===== src/rtl/sdram_port_arbiter.sv =====
// Three-port round-robin burst arbiter in front of an Avalon-MM SDRAM controller with read-owner tracking.
// Define SDRAM_ARB_URGENT_EN to let `urgent` override round-robin (lowest urgent index wins).
module sdram_port_arbiter #(
  parameter int unsigned BL        = 256,
  parameter int unsigned OWN_DEPTH = 4
) (
  input  logic        clk,
  input  logic        rst,
  input  logic [2:0]  req,
  input  logic [2:0]  req_wr,
  input  logic [71:0] req_addr,
  input  logic [2:0]  urgent,
  output logic [2:0]  gnt,
  output logic [2:0]  done,
  input  logic [47:0] wdata,
  output logic [2:0]  wdata_ack,
  output logic [15:0] rdata,
  output logic [2:0]  rdata_vld,
  output logic        rd_orphan,
  output logic        avm_write,
  output logic        avm_read,
  output logic [23:0] avm_addr,
  output logic [15:0] avm_wrdata,
  input  logic [15:0] avs_rddata,
  input  logic        avs_rddata_vld,
  input  logic        avs_waitrequest
);

  localparam int unsigned NP  = 3;
  localparam int unsigned AW  = 24;
  localparam int unsigned DW  = 16;
  localparam int unsigned CW  = (BL > 1) ? $clog2(BL) : 1;
  localparam int unsigned IW  = (OWN_DEPTH > 1) ? $clog2(OWN_DEPTH) : 1;
  localparam int unsigned OCW = $clog2(OWN_DEPTH + 1);

  typedef enum logic [1:0] {IDLE, XFER, DONE} state_t;

  state_t          state_q, state_d;
  logic [NP-1:0]   gnt_q, gnt_d;
  logic [CW-1:0]   cnt_q, cnt_d;
  logic [AW-1:0]   base_q, base_d;
  logic            wr_q, wr_d;
  logic [1:0]      last_q, last_d;
  logic [1:0]      own_q [OWN_DEPTH];
  logic [1:0]      own_d [OWN_DEPTH];
  logic [IW-1:0]   head_q, head_d, tail_q, tail_d;
  logic [OCW-1:0]  occ_q, occ_d;
  logic [CW-1:0]   rbeat_q, rbeat_d;
  logic [DW-1:0]   rdata_q, rdata_d;
  logic [NP-1:0]   rdata_vld_q, rdata_vld_d;
  logic            orphan_q, orphan_d;

  logic [NP-1:0]   elig;
  logic            full, found, accept, last_beat, push, pop, route;
  logic [1:0]      pick, cand;

`ifndef SDRAM_ARB_URGENT_EN
  logic unused_urgent;
  assign unused_urgent = ^urgent;
`endif

  // Grantee selection: reads are held back while every owner slot is taken.
  always_comb begin
    full  = (occ_q == OCW'(OWN_DEPTH));
    elig  = req & (req_wr | {NP{~full}});
    found = 1'b0;
    pick  = '0;
    cand  = '0;
`ifdef SDRAM_ARB_URGENT_EN
    for (int i = 0; i < int'(NP); i++) begin
      if (!found && elig[2'(i)] && urgent[2'(i)]) begin
        found = 1'b1;
        pick  = 2'(i);
      end
    end
`endif
    for (int k = 1; k <= int'(NP); k++) begin
      cand = 2'((int'(last_q) + k) % int'(NP));
      if (!found && elig[cand]) begin
        found = 1'b1;
        pick  = cand;
      end
    end
  end

  assign accept    = (state_q == XFER) && !avs_waitrequest;
  assign last_beat = (cnt_q == CW'(BL - 1));

  // Burst FSM.
  always_comb begin
    state_d = state_q;
    gnt_d   = gnt_q;
    cnt_d   = cnt_q;
    base_d  = base_q;
    wr_d    = wr_q;
    last_d  = last_q;
    push    = 1'b0;
    unique case (state_q)
      IDLE: begin
        gnt_d = '0;
        if (found) begin
          state_d = XFER;
          gnt_d   = 3'b001 << pick;
          base_d  = req_addr[int'(pick)*AW +: AW];
          wr_d    = req_wr[pick];
          last_d  = pick;
          push    = !req_wr[pick];
        end
      end
      XFER: begin
        if (accept) begin
          cnt_d = last_beat ? '0 : cnt_q + CW'(1);
          if (last_beat) state_d = DONE;
        end
      end
      DONE: begin
        state_d = IDLE;
        gnt_d   = '0;
      end
      default: state_d = IDLE;
    endcase
  end

  // Owner FIFO: head owns incoming read beats until BL of them have been routed.
  always_comb begin
    route       = avs_rddata_vld && (occ_q != '0);
    pop         = route && (rbeat_q == CW'(BL - 1));
    own_d       = own_q;
    tail_d      = tail_q;
    head_d      = head_q;
    occ_d       = occ_q;
    rbeat_d     = rbeat_q;
    rdata_d     = rdata_q;
    rdata_vld_d = '0;
    orphan_d    = orphan_q | (avs_rddata_vld && (occ_q == '0));
    if (push) begin
      own_d[tail_q] = pick;
      tail_d = (tail_q == IW'(OWN_DEPTH - 1)) ? '0 : tail_q + IW'(1);
    end
    if (pop) head_d = (head_q == IW'(OWN_DEPTH - 1)) ? '0 : head_q + IW'(1);
    case ({push, pop})
      2'b10:   occ_d = occ_q + OCW'(1);
      2'b01:   occ_d = occ_q - OCW'(1);
      default: occ_d = occ_q;
    endcase
    if (route) begin
      rbeat_d     = pop ? '0 : rbeat_q + CW'(1);
      rdata_d     = avs_rddata;
      rdata_vld_d = 3'b001 << own_q[head_q];
    end
  end

  always_ff @(posedge clk) begin
    if (rst) begin
      state_q     <= IDLE;
      gnt_q       <= '0;
      cnt_q       <= '0;
      base_q      <= '0;
      wr_q        <= 1'b0;
      last_q      <= 2'd2;
      own_q       <= '{default: '0};
      head_q      <= '0;
      tail_q      <= '0;
      occ_q       <= '0;
      rbeat_q     <= '0;
      rdata_q     <= '0;
      rdata_vld_q <= '0;
      orphan_q    <= 1'b0;
    end else begin
      state_q     <= state_d;
      gnt_q       <= gnt_d;
      cnt_q       <= cnt_d;
      base_q      <= base_d;
      wr_q        <= wr_d;
      last_q      <= last_d;
      own_q       <= own_d;
      head_q      <= head_d;
      tail_q      <= tail_d;
      occ_q       <= occ_d;
      rbeat_q     <= rbeat_d;
      rdata_q     <= rdata_d;
      rdata_vld_q <= rdata_vld_d;
      orphan_q    <= orphan_d;
    end
  end

  // Command side is a pure decode of the registered burst state.
  assign gnt        = gnt_q;
  assign done       = (state_q == DONE) ? gnt_q : '0;
  assign avm_write  = (state_q == XFER) && wr_q;
  assign avm_read   = (state_q == XFER) && !wr_q;
  assign avm_addr   = (state_q == XFER) ? base_q + AW'(cnt_q) : '0;
  assign avm_wrdata = avm_write ? wdata[int'(last_q)*DW +: DW] : '0;
  assign wdata_ack  = (accept && wr_q) ? gnt_q : '0;
  assign rdata      = rdata_q;
  assign rdata_vld  = rdata_vld_q;
  assign rd_orphan  = orphan_q;

endmodule


===== config.mk =====
export PLATFORM = sky130hd
export DESIGN_NAME = sdram_port_arbiter
export DESIGN_NICKNAME = d
export VERILOG_FILES = /design/src/rtl/sdram_port_arbiter.sv
export SDC_FILE = /design/constraint.sdc
export NUM_CORES = 1
export LEC_CHECK = 0
export ABC_AREA = 0
export ABC_CLOCK_PERIOD_IN_PS = 5700
export BUFFER_PORTS_ARGS = -buffer_cell sky130_fd_sc_hd__buf_2
export CORE_ASPECT_RATIO = 1.25
export CORE_MARGIN = 3
export CORE_UTILIZATION = 48
export DETAILED_ROUTE_END_ITERATION = 16
export PLACE_DENSITY = 0.91
export SYNTH_ARGS = -nofsm -noshare
export SYNTH_HDL_FRONTEND = slang
export SYNTH_SLANG_ARGS = --single-unit

===== constraint.sdc =====
create_clock -name clk -period 5.7 [get_ports clk]
set_input_delay 0.855 -clock clk [delete_from_list [all_inputs] [get_ports clk]]
set_output_delay 0.855 -clock clk [all_outputs]
set_load 0.05 [all_outputs]

==> out/results.txt <==
Status = finished clean
Count of flip-flops with a built-in enable after synthesis = 0
Initial antenna violation count = 0
TritonCTS Buffers = 9
Routability cong. = 0.8611
Vias per cell = 5.648
Unrepaired setup endpoints after global routing = false
Crit path launch type = flop
Hold buffers post-CTS = 0
Worst Path Arrival = 4.64 ns
Syn Nets = 788
Die Span Y = 120.9 µm
N_diodes = 0
Antenna viol nets, final = 0
Rows = 41
TritonRoute pass-1 iters = 8
Synth Cell Area = 5070 µm²
Worst hold start = rdata[4]$_SDFFE_PP0P_
Grt met3 use = 3.738%
Rel. slew slack = 27.45%
PortBufs = 216
Worst Skew = 0.01248 ns
DRT Wirelength = 14.23 mm
Vias in the first global route = 4808
Yosys Warn Count = 0
R2R Setup Slk = 1.32 ns
Total number of vias = 5309
Post-synthesis register bit count = 83
Hpwl dp = 10.57 mm
Post-CTS Setup Bufs = 0
Wire per inst = 15.14 µm
Max-Cap Viols = 0
RR Endpoint = occ_q[2]$_SDFFE_PP0P_
Min-Delay Endpoint = rdata[4]$_SDFFE_PP0P_
Tcrit/Tclk final = 76.92%
Minimum clock period = 4.384 ns
Effective utilization at floorplan = 49.66%
Pleak = 0.002868 µW
Gate Count Post-Synth = 619
Largest net degree at the start of global routing = 72
Crit path max fanout = 26
Worst r2r src = last_q[0]$_SDFFE_PP0P_
Layout cells sized above 1 = 31.32%
Clock Power Share = 19.2%
Seq pwr share = 28.4%
Resized cells post-CTS = 0
Clk sinks = 83
Root buffer selected by CTS = clkbuf_16
Slew Viols, Final = 0
CP endpoint kind = flop
TNS Setup = 0 ns
Gate power share = 52.4%
Cell Pwr Density = 472.8 nW/µm²
Async SR Flop Fraction = 0%
# fillers = 899
Hold Fails Final Rpt = 0
Routing usage on met1 = 27.50%
I/O pins = 220
Final hold slack = 0.4512 ns
Leading register cell type out of synthesis = dfxtp_1
Die ar. = 11840 µm²
Global-route wire length before repair = 22.65 mm
Max frequency = 228.1 MHz
Gr busiest metal = met2
CTS clk-pin slew, worst paths = 0.07 ns
Area grow syn2layout = 25.81%
CTS tree = yes
CP Class = reg2reg
Met2 usage = 41.01%
Total grt overflow = 0
Placed cell count = 924
CP required = 5.96 ns
Placeable Area = 10210 µm²
Initial DRC count = 296
Final cell count without fillers = 940
Switching share of power = 48.78%
Nets = 975
Skew-Pair Late Insertion Delay = 0.33 ns
Hold path depth = 2
Total Power = 3016 µW
Final setup viols = 0
Synthesized area per cell = 8.190 µm²
Post-synthesis sequential area ratio = 32.77%
Final design utilization = 62.48%
Worst r2r path cells = 14
Maximum vdd drop = 242.8 µV
H-tree depth = 3
NetSw = 1471 µW
Die Width = 97.92 µm
Gr usage total = 22.76%
DRC viols = 0
Yosys cell types = 61
Internal power = 1545 µW
Slew of the pin with the lowest slew margin = 1.084 ns
HP Class = reg2reg
CTS Buffer Depth = 2
how the worst max path moves through the flow:
stage | end | cells after the start | startpoint | slack [ns]
2_1_floorplan | occ_q[2]$_SDFFE_PP0P_ | 17 | last_q[0]$_SDFFE_PP0P_ | 1.55
3_3_place_gp | occ_q[2]$_SDFFE_PP0P_ | 14 | last_q[0]$_SDFFE_PP0P_ | 1.40
3_5_place_dp | occ_q[2]$_SDFFE_PP0P_ | 14 | last_q[0]$_SDFFE_PP0P_ | 1.33
4_1_cts | occ_q[2]$_SDFFE_PP0P_ | 14 | last_q[0]$_SDFFE_PP0P_ | 1.32
5_1_grt | occ_q[2]$_SDFFE_PP0P_ | 14 | last_q[0]$_SDFFE_PP0P_ | 1.08
6_report | occ_q[2]$_SDFFE_PP0P_ | 14 | last_q[0]$_SDFFE_PP0P_ | 1.32
area by class of cell:
type	instances	area [µm²]	share of cell area, %
clock buffers	9	225.2	3.531
clock inverters	7	76.32	1.197
inverters	17	63.81	1.000
multi-input cells	477	3094	48.51
flip-flops and latches	83	1662	26.05
well taps	129	161.4	2.530
repair buffers	218	1096	17.18
per-stage QoR:
stage	worst slack, ns	cell area (µm²)
floorplan	1.551	5070
global placement	1.402	6077
detailed placement	1.325	6077
CTS	1.316	6379
global route	1.076	6379
finish	1.316	6379
worst max-delay path, cell delays in order (launching register included):
cell and delay, ns:
dfxtp_1 1.00, inv_1 0.11, ha_1 0.43, or3b_2 0.51
a211o_1 0.28, nand4b_4 0.32, a21oi_4 0.15, and2_1 0.22
inv_1 0.07, ha_1 0.18, inv_1 0.06, fa_1 0.38
xor2_1 0.16, or3_1 0.31, a21oi_1 0.14
logic make-up after synthesis:
logic type | count (synthesis) | synth area share, %
simple gates | 253 | 24.93
compound gates | 152 | 20.71
xor+xnor | 24 | 4.146
buf+inv | 59 | 6.194
mux | 28 | 6.022
flops | 83 | 32.77
fa+ha+maj | 20 | 5.232
state kept, by name, summed over array words and instances (netlist names):
signal / cells
base_q: 24
rdata: 16
cnt_q: 8
own_q: 8
rbeat_q: 8
gnt: 3
occ_q: 3
rdata_vld: 3
head_q: 2
last_q: 2
state_q: 2
tail_q: 2
rd_orphan: 1
wr_q: 1
routing by layer:
metal	vias to the layer above	share of wire, %
met5	-	0
met1	2483	41
li1	2631	-
met2	165	52
met3	30	4.7
met4	0	2.3
cell usage after synthesis (5+ instances only):
cell type	count	area, µm²
o21ai_0	14	70.07
a222oi_1	24	240.2
mux2i_1	26	260.3
nor2_1	94	352.8
nand4_1	12	75.07
clkbuf_1	25	93.84
nor3_1	12	60.06
ha_1	18	225.2
nand2_1	68	255.2
and2_1	7	43.79
a21o_1	5	37.54
a211oi_1	24	180.2
xor2_1	17	148.9
or4_1	5	37.54
xnor2_1	7	61.31
dfxtp_1	83	1662
or3_1	10	62.56
a21oi_1	59	295.3
o31ai_1	7	52.55
nand3_1	9	45.04
inv_1	17	63.81
power by group through the flow:
| stage | logic (µW) | clock network, µW | registers [µW] |
|---|---|---|---|
| final | 1580 | 579 | 857 |
| after global routing | 1740 | 609 | 879 |
| after CTS | 1580 | 590 | 854 |
| after detailed placement | 1580 | 0 | 865 |
| after global placement | 1550 | 0 | 861 |
| after floorplan | 1300 | 0 | 890 |
layout by cell type, fill, tap and decap left out, types with 4 or more instances in the layout:
cell and n:
or4_1 5, inv_1 17, xor2_1 17, dfxtp_1 83
o21ai_0 14, a21oi_1 59, o31ai_1 7, or3_1 10
clkbuf_16 9, nand4_1 12, nand3_1 9, nor2_1 94
nor3_1 12, a222oi_1 24, mux2i_1 26, nand2_1 68
buf_2 216, a21o_1 5, ha_1 18, and2_1 7
a211oi_1 24, nand3_2 4, xnor2_1 7, nand2b_1 4
Power figures use the tool's default switching activity.
